--- src/rtl/ncl_dr_source_pkg.sv ---
// Shared NCL definitions: rail encodings, source FSM states and the
// single-rail to dual-rail encoder.
package ncl_pkg;

  localparam logic [1:0] DR_NULL = 2'b00;
  localparam logic [1:0] DR_T    = 2'b10;
  localparam logic [1:0] DR_F    = 2'b01;

  typedef enum logic [2:0] {WAIT_N, IDLE, DATA, NULLW, ERR} state_e;

  function automatic logic [1:0] to_dual_rail(input logic b);
    return b ? DR_T : DR_F;
  endfunction

endpackage

--- src/rtl/ncl_dr_source_if.sv ---
// Operand handshake, dual-rail wavefront bus and status of the NCL source.
interface ncl_dr_source_if #(
  parameter int N     = 8,
  parameter int CNT_W = 16
);
  logic             in_valid;
  logic             in_ready;
  logic [N-1:0]     in_data;
  logic [2*N-1:0]   dr_out;
  logic             comp_in;
  logic             busy;
  logic             timeout_err;
  logic [CNT_W-1:0] wave_count;

  modport master (
    output in_valid, in_data, comp_in,
    input  in_ready, dr_out, busy, timeout_err, wave_count
  );

  modport slave (
    input  in_valid, in_data, comp_in,
    output in_ready, dr_out, busy, timeout_err, wave_count
  );
endinterface

--- src/rtl/ncl_dr_source_sync2.sv ---
// Two-flop synchronizer for the asynchronous completion input.
module ncl_sync2 (
  input  logic clk,
  input  logic rst,
  input  logic d,
  output logic q
);
  logic [1:0] sync_pipe;

  always_ff @(posedge clk) begin
    if (rst) sync_pipe <= '0;
    else     sync_pipe <= {sync_pipe[0], d};
  end

  assign q = sync_pipe[1];
endmodule

--- src/rtl/ncl_dr_source.sv ---
// Clocked front end of the NCL multiplier array: issues DATA/NULL dual-rail
// wavefronts paced by downstream completion, with a stall timeout.
module ncl_dr_source
  import ncl_pkg::*;
#(
  parameter int N       = 8,
  parameter int TMO_CYC = 1024,
  parameter int CNT_W   = 16
) (
  input  logic            clk,
  input  logic            init,
  ncl_dr_source_if.slave  bus
);
  localparam int TW = (TMO_CYC > 4) ? $clog2(TMO_CYC) : 2;
  localparam logic [TW-1:0] TMO_LAST = TW'(TMO_CYC - 1);

  state_e              state_q, state_d;
  logic [TW-1:0]       tmr_q, tmr_d;
  logic [N-1:0][1:0]   dr_q, dr_d, dr_enc;
  logic [CNT_W-1:0]    wave_q;
  logic                comp_s, accept, tmr_exp, wave_inc, tmr_run;

  ncl_sync2 u_sync (.clk(clk), .rst(init), .d(bus.comp_in), .q(comp_s));

  for (genvar i = 0; i < N; i++) begin : g_lane
    assign dr_enc[i] = to_dual_rail(bus.in_data[i]);
  end

  assign accept  = bus.in_valid && (state_q == IDLE);
  assign tmr_exp = (tmr_q == TMO_LAST);
  assign tmr_run = (state_q == WAIT_N) || (state_q == DATA) || (state_q == NULLW);

  always_comb begin
    state_d  = state_q;
    wave_inc = 1'b0;
    case (state_q)
      // sync flops restart at 0, so wait until they hold two real samples
      WAIT_N: if (!comp_s && (tmr_q >= TW'(2))) state_d = IDLE;
              else if (tmr_exp)                 state_d = ERR;
      IDLE:   if (accept)                       state_d = DATA;
      DATA:   if (comp_s)                       state_d = NULLW;
              else if (tmr_exp)                 state_d = ERR;
      NULLW:  if (!comp_s) begin
                state_d  = IDLE;
                wave_inc = 1'b1;
              end else if (tmr_exp)             state_d = ERR;
      ERR:                                      state_d = ERR;
      default:                                  state_d = WAIT_N;
    endcase

    // DATA is loaded only from IDLE (all NULL) and held until the state leaves
    dr_d = '0;
    if (state_d == DATA) dr_d = (state_q == IDLE) ? dr_enc : dr_q;

    tmr_d = '0;
    if (tmr_run && (state_d == state_q)) tmr_d = tmr_q + 1'b1;
  end

  always_ff @(posedge clk) begin
    if (init) begin
      state_q <= WAIT_N;
      tmr_q   <= '0;
      dr_q    <= '0;
      wave_q  <= '0;
    end else begin
      state_q <= state_d;
      tmr_q   <= tmr_d;
      dr_q    <= dr_d;
      if (wave_inc) wave_q <= wave_q + 1'b1;
    end
  end

  assign bus.dr_out      = dr_q;
  assign bus.in_ready    = (state_q == IDLE);
  assign bus.busy        = (state_q == DATA) || (state_q == NULLW);
  assign bus.timeout_err = (state_q == ERR);
  assign bus.wave_count  = wave_q;
endmodule
--- src/flat_wrapper.sv ---
// flat-port wrapper written by rule: the top's interface ports become plain ports
module ncl_dr_source_flat import ncl_pkg::*;
#(
  parameter int N       = 8,
  parameter int TMO_CYC = 1024,
  parameter int CNT_W   = 16
)
  (clk, init, bus_in_valid, bus_in_data, bus_comp_in, bus_in_ready, bus_dr_out, bus_busy, bus_timeout_err, bus_wave_count);
  ncl_dr_source_if #(.N(N), .CNT_W(CNT_W)) bus_i ();
  input  logic clk;
  input  logic init;
  input wire logic [$bits(bus_i.in_valid)-1:0] bus_in_valid;
  input wire logic [$bits(bus_i.in_data)-1:0] bus_in_data;
  input wire logic [$bits(bus_i.comp_in)-1:0] bus_comp_in;
  output wire logic [$bits(bus_i.in_ready)-1:0] bus_in_ready;
  output wire logic [$bits(bus_i.dr_out)-1:0] bus_dr_out;
  output wire logic [$bits(bus_i.busy)-1:0] bus_busy;
  output wire logic [$bits(bus_i.timeout_err)-1:0] bus_timeout_err;
  output wire logic [$bits(bus_i.wave_count)-1:0] bus_wave_count;
  assign bus_i.in_valid = bus_in_valid;
  assign bus_i.in_data = bus_in_data;
  assign bus_i.comp_in = bus_comp_in;
  assign bus_in_ready = bus_i.in_ready;
  assign bus_dr_out = bus_i.dr_out;
  assign bus_busy = bus_i.busy;
  assign bus_timeout_err = bus_i.timeout_err;
  assign bus_wave_count = bus_i.wave_count;
  ncl_dr_source #(.N(N), .TMO_CYC(TMO_CYC), .CNT_W(CNT_W)) u_core (.clk(clk), .init(init), .bus(bus_i));
endmodule
--- config.mk ---
export PLATFORM = sky130hd
export DESIGN_NAME = ncl_dr_source_flat
export DESIGN_NICKNAME = d
export VERILOG_FILES = /design/src/rtl/ncl_dr_source_pkg.sv /design/src/rtl/ncl_dr_source_if.sv /design/src/rtl/ncl_dr_source_sync2.sv /design/src/rtl/ncl_dr_source.sv /design/src/flat_wrapper.sv
export SDC_FILE = /design/constraint.sdc
export NUM_CORES = 1
export LEC_CHECK = 0
export CAP_MARGIN = 10
export CORE_MARGIN = 1.5
export CORE_UTILIZATION = 51
export DETAILED_ROUTE_END_ITERATION = 10
export HOLD_SLACK_MARGIN = 0.02
export PLACE_DENSITY = 0.81
export SLEW_MARGIN = 20
export SYNTH_ARGS = -nofsm -noshare
export SYNTH_HDL_FRONTEND = slang
export SYNTH_SLANG_ARGS = --single-unit
--- constraint.sdc ---
create_clock -name clk -period 2.39 [get_ports clk]
set_clock_uncertainty 0.15 [all_clocks]
set_input_delay 0.3585 -clock clk [delete_from_list [all_inputs] [get_ports clk]]
set_output_delay 0.3585 -clock clk [all_outputs]
set_load 0.02 [all_outputs]
# Word level (Yosys, flattened, before mapping)
# Cells that the tools add are included.
classes:
  n_bitwise: 2
  magnitude_cmp: 1
  eq_ne: 7
  n_reduce_logical: 10
  addsub: 2
  muxes: 16
op_table:
  columns: ["cell", "n"]
  rows:
  - ["$add A16 B1 Y16 const B", 1]
  - ["$mux W2", 8]
  - ["$mux W3", 5]
  - ["$pmux W3 S5", 1]
  - ["$add A10 B1 Y10 const B", 1]
  - ["$eq A10 B10 Y1 const B", 1]
  - ["$ge A10 B2 Y1 const B", 1]
  - ["$eq A3 B2 Y1 const B", 3]
  - ["$reduce_or A2 Y1", 2]
  - ["$eq A3 B1 Y1 const B", 1]
  - ["$eq A3 B3 Y1", 1]
  - ["$eq A3 B3 Y1 const B", 1]
  - ["$logic_and A1 B1 Y1", 3]
  - ["$logic_not A3 Y1", 1]
  - ["$logic_or A1 B1 Y1", 3]
  - ["$mux W1", 2]
  - ["$not A1 Y1", 2]
  - ["$logic_not A1 Y1", 1]
totals:
  elab_cells: 50
  out_inout_bits: 35
  register_bits: 47
  inputBits: 12

# Logic depth before layout (Yosys ltp)
depth:
  ltp_word: 8
  ltp_mapped: 7
  ltp_nobuf: 6

# Modules after synthesis
# From an unflattened synthesis, not the netlist that was laid out.
unflattened:
  cells_unflattened: 251
  hier_area_um2: 2316.0
modules_own_cells:
  columns: ["mod", "cells_per_inst", "seq_area_each_um2", "area_each_um2", "instances"]
  rows:
  - ["ncl_dr_source", 247, 900.9, 2263.4, 1]
  - ["ncl_sync2", 4, 40.0, 52.6, 1]

# Least setup slack after synthesis
# OpenSTA, ideal clock, no wires.
synth_path:
  path_type: "register to register"
  start: "register u_core.tmr_q[1]"
  end: "register u_core.dr_q, in the netlist u_core.bus.dr_out[1]"
  stages_incl_launch_ff: 7
  arrival_ns: 1.665
  required_ns: 2.106
  path_buffers: 1
  path_slack_ns: 0.441
  synth_period_minus_slack_ns: 1.949
  setup_time_ns: 0.134
  cell_sequence: "dfxtp_1 ha_1 nand2_1 or3_4 a31oi_4 buf_4 nor4_1"
synth_via:
  elab_chain_len: 7
  elab_cells_between_ends: 11
  cone_classes: "1 x order compare; 2 x eq/ne; 5 x mux; 1 x bitwise; 2 x reduce/logical"
synth_rtl:
  columns: ["element", "line", "rtl"]
  rows:
  - ["start, declared", "ncl_dr_source.sv:18", "logic [TW-1:0] tmr_q, tmr_d;"]
  - ["start signal, assigned", "ncl_dr_source.sv:67", "tmr_q <= tmr_d;"]
  - ["$ge A10 B2 Y1 / $eq A10 B10 Y1 (equally long branches)", "ncl_dr_source.sv:38, ncl_dr_source.sv:30", null]
  - ["$logic_and A1 B1 Y1 / $mux W3 (equally long branches)", null, null]
  - ["$mux W3, on equally long branches", "ncl_dr_source.sv:38, ncl_dr_source.sv:43, ncl_dr_source.sv:41", null]
  - ["$pmux W3 S5 *", "ncl_dr_source.sv:36", "case (state_q)"]
  - ["$eq A3 B2 Y1 *", "ncl_dr_source.sv:53", "if (state_d == DATA) dr_d = (state_q == IDLE) ? dr_enc : dr_q;"]
  - ["$not A1 Y1 (no source line) *", null, null]
  - ["$reduce_or A2 Y1 (no source line) *", null, null]
  - ["end signal, assigned", "ncl_dr_source.sv:68", "dr_q <= dr_d;"]
  - ["end, declared", "ncl_dr_source.sv:19", "logic [N-1:0][1:0] dr_q, dr_d, dr_enc;"]
# Mark *: on every way between the ends. The rest lies on a longest branch, timed or not.
# A chain may end at the register's enable or synchronous reset.

# Final worst setup path
layout_path:
  start: "register u_core.state_q[1]"
  end: "output port bus_busy"
layout_via:
  elab_chain_len: 2
  elab_cells_between_ends: 3
  cone_classes: "2 x eq/ne; 1 x reduce/logical"
layout_rtl:
  columns: ["element", "line", "rtl"]
  rows:
  - ["start, declared", "ncl_dr_source.sv:17", "state_e state_q, state_d;"]
  - ["start signal, assigned", "ncl_dr_source.sv:66", "state_q <= state_d;"]
  - ["$eq A3 B2 Y1", "ncl_dr_source.sv:75", "assign bus.busy = (state_q == DATA) || (state_q == NULLW);"]
  - ["$logic_or A1 B1 Y1 *", "ncl_dr_source.sv:75", null]
  - ["end, declared", "flat_wrapper.sv:17", "output wire logic [$bits(bus_i.busy)-1:0] bus_busy;"]
# Marks and branches as above.

==> impl_results.md <==
* Final Max Tran Viols at 0
* Synth top area cells: dfxtp_1 41%, mux2i_1 7.4%, nor4_1 6.6%
* Register Area at 943.4 µm²
* Total placed cells including tap cells at 325
* EDFF count, synth at 0
* Number of I/O pins at 47
* Overflow after GRT at 0
* # port buffers at 46
* Achievable Freq at 450.9 MHz
* Worst-Margin Slew at 492.2 ps
* Mapped Nets at 253
* Largest area contributor in the netlist: dfxtp_1
* Critical path's largest stage delay at 620 ps
* ANT nets after route at 0
* Worst-Skew Late Latency at 300 ps
* Largest net degree at the start of global routing at 38
* Bufs and invs on worst path at 1
* Total wire length at 4.697 mm
* Synth async-reset ratio at 0
* Core area at 0.004324 mm²
* Post-synth top cells: 47 x dfxtp_1, 24 x nor4_1, 17 x mux2i_1
* Count of maximum capacitance violations at 0
* Layout cells sized above 1 at 0.08541
* Die height at 69.99 µm
* Worst slew margin at 0.6718
* Max rail drop VDD at 0.0004529 V
* Outcome: complete, no violations
* Leading register cell type out of synthesis: dfxtp_1
* Leak Pwr at 0.0009982 µW
* Filler instances at 376
* Initial DRC count at 75
* Post-detail-place hpwl at 3.267 mm
* Die ar. at 0.004898 mm²
* Wire per inst at 14.11 µm
* DR vias at 1907
* Vias in the first global route at 1708
* Pwr per Cell Area at 697.6 mW/mm²
* Unrepaired setup endpoints after global routing: no
* Syn_area_per_cell at 9.615 µm²
* Initial antenna violation count at 0
* First-pass GRT wire length at 7.935 mm
* Cell count after synthesis at 238
* Area of the mapped netlist at 0.002288 mm²
* Vias per cell at 5.727
* Pre-antenna DRT Iters at 5
* Yosys top cell area share at 0.4112
* CTS Buf Count at 5
* Drc violations at 0
* Clock Path Buffers at 2
* Final period utilization at 0.9280
* Seq/Total Area, Yosys at 0.4112
* Yosys warning count at 0
* Setup TNS at 0 ps
* CP arrival at 1710 ps
* Critical path's top delay family: buffers and inverters
* Crit path cell chain: and2b_4, clkdlybuf4s50_1
* Clock Pin Slew Worst Setup and Hold Paths at 80 ps
* Gpl congestion at 0.8277
* Critical path class: reg -> out
* Starting density of the core at 0.5292
* Critical path launch point type: flop
* Yosys reg bits at 47
* Nets at 295
* Non-Filler Instances at 333
* Finish-stage setup viols at 0
* Final min period at 2218 ps
* H-tree depth at 2
* FP Rows at 24
* Worst Path Max Fanout at 11
* Slowest-stage cell, CP: clkdlybuf4s50_1
* CTS tree: done
* Post-synth cell types at 47
* Hold Buf Count CTS at 0
* Clk Tree Root Cell: clkbuf_8
* Worst Setup End Kind: primary output
* WP data required at 1880 ps
* Multi-input logic area at 0.001210 mm²
* Synth-to-layout area growth at 24.22%
* Clk sinks at 47
* Die W at 69.99 µm
* Most frequent cell after synthesis: dfxtp_1
* Final hold vios at 0
* Gr usage total at 0.1998
* Hold crit path type: reg -> reg
* Pwr Total at 1983 µW
* # diodes at 0
[worst register-to-register path, cell delays in order, from the launching register on]
cell     delay [ps]
dfxtp_1         450
ha_1            320
nand2_1         140
or3_4           430
a31oi_4         470
nor4_1          120
[cell usage in the layout (no fill, tap or decap), types with 2 or more instances in the layout]
master | synthesis | layout
and3_1 | 5 | 5
or3_1 | 3 | 3
or4_1 | 5 | 5
nor4_1 | 24 | 24
nand3b_1 | 2 | 2
ha_1 | 3 | 3
nand2b_1 | 3 | 3
clkdlybuf4s50_1 | 0 | 46
nor2_1 | 15 | 15
xnor2_1 | 2 | 2
dfxtp_1 | 47 | 45
a21oi_1 | 9 | 9
and2_1 | 2 | 2
dfxtp_2 | 0 | 2
o21ai_0 | 3 | 3
inv_1 | 11 | 11
nor3_1 | 4 | 4
clkbuf_8 | 0 | 7
nand4_1 | 8 | 8
nand3_1 | 7 | 7
nor2b_1 | 2 | 2
mux2i_1 | 17 | 17
nand2_1 | 9 | 9
and4_1 | 2 | 2
buf_4 | 3 | 3
o31ai_1 | 5 | 5
xor2_1 | 16 | 16
[final timing paths]
path                               from                          to  slack (ps)  cells after the start
max                   u_core.state_q[1]                    bus_busy         170                      2
min          u_core.u_sync.sync_pipe[0]  u_core.u_sync.sync_pipe[1]         300                      1
max reg2reg             u_core.tmr_q[1]        u_core.bus.dr_out[5]         180                      5
min reg2reg  u_core.u_sync.sync_pipe[0]  u_core.u_sync.sync_pipe[1]         300                      1
[timing repair]
item                       4_1_cts  5_1_grt
setup buffers                    0        0
setup endpoints to repair        0        2
resized for setup                0        2
[flip-flops by register name, summed over array words and instances, names as in the netlist]
register / cells
u_core.bus.dr_out: 16
u_core.bus.wave_count: 16
u_core.tmr_q: 10
u_core.state_q: 3
u_core.u_sync.sync_pipe: 2
[metrics by stage]
step	setup slack [ps]	cell area (µm²)	utilization	hold WS, ps
after floorplan	441.2	2288	-	263.8
after CTS	49.40	2840	0.6568	304.0
after detailed placement	209.3	2740	0.6337	281.3
after global routing	8.981	2843	0.6574	332.3
after global placement	254.8	2740	0.6337	270.6
final	172.0	2843	0.6574	295.5
[kinds of logic (layout without fill, tap and decap cells)]
family,count (synthesis),in the layout,share of synthesized area
AO/OA/AOI/OAI,27,27,0.08967
XOR/XNOR,18,18,0.06889
adder cells (fa/ha/maj),3,3,0.01640
buffers and inverters,25,68,0.06014
flip-flops,47,47,0.4112
multiplexers,17,17,0.07436
AND/OR/NAND/NOR,101,101,0.2794
[metal layers]
metal  global-route usage  share of wire  up-vias
met3              0.05051          0.030        6
met5                    0              0        -
met2               0.3111           0.49       36
li1                     -              -      964
met1               0.2707           0.47      901
met4              0.06838          0.014        0
[report_power, final]
group / internal (µW) / switching, µW / leakage (µW)
clock network: 264 / 255 / 0.0000515
logic: 224 / 369 / 0.000566
registers: 815 / 56.6 / 0.000380
[area by class of cell]
class	instances	area share
clock buffer	8	0.03521
inverter	11	0.01452
multi-input combinational	166	0.4256
sequential	47	0.3319
tap	52	0.02289
timing repair buffer	49	0.1699
(Power assumes the default switching activity.)
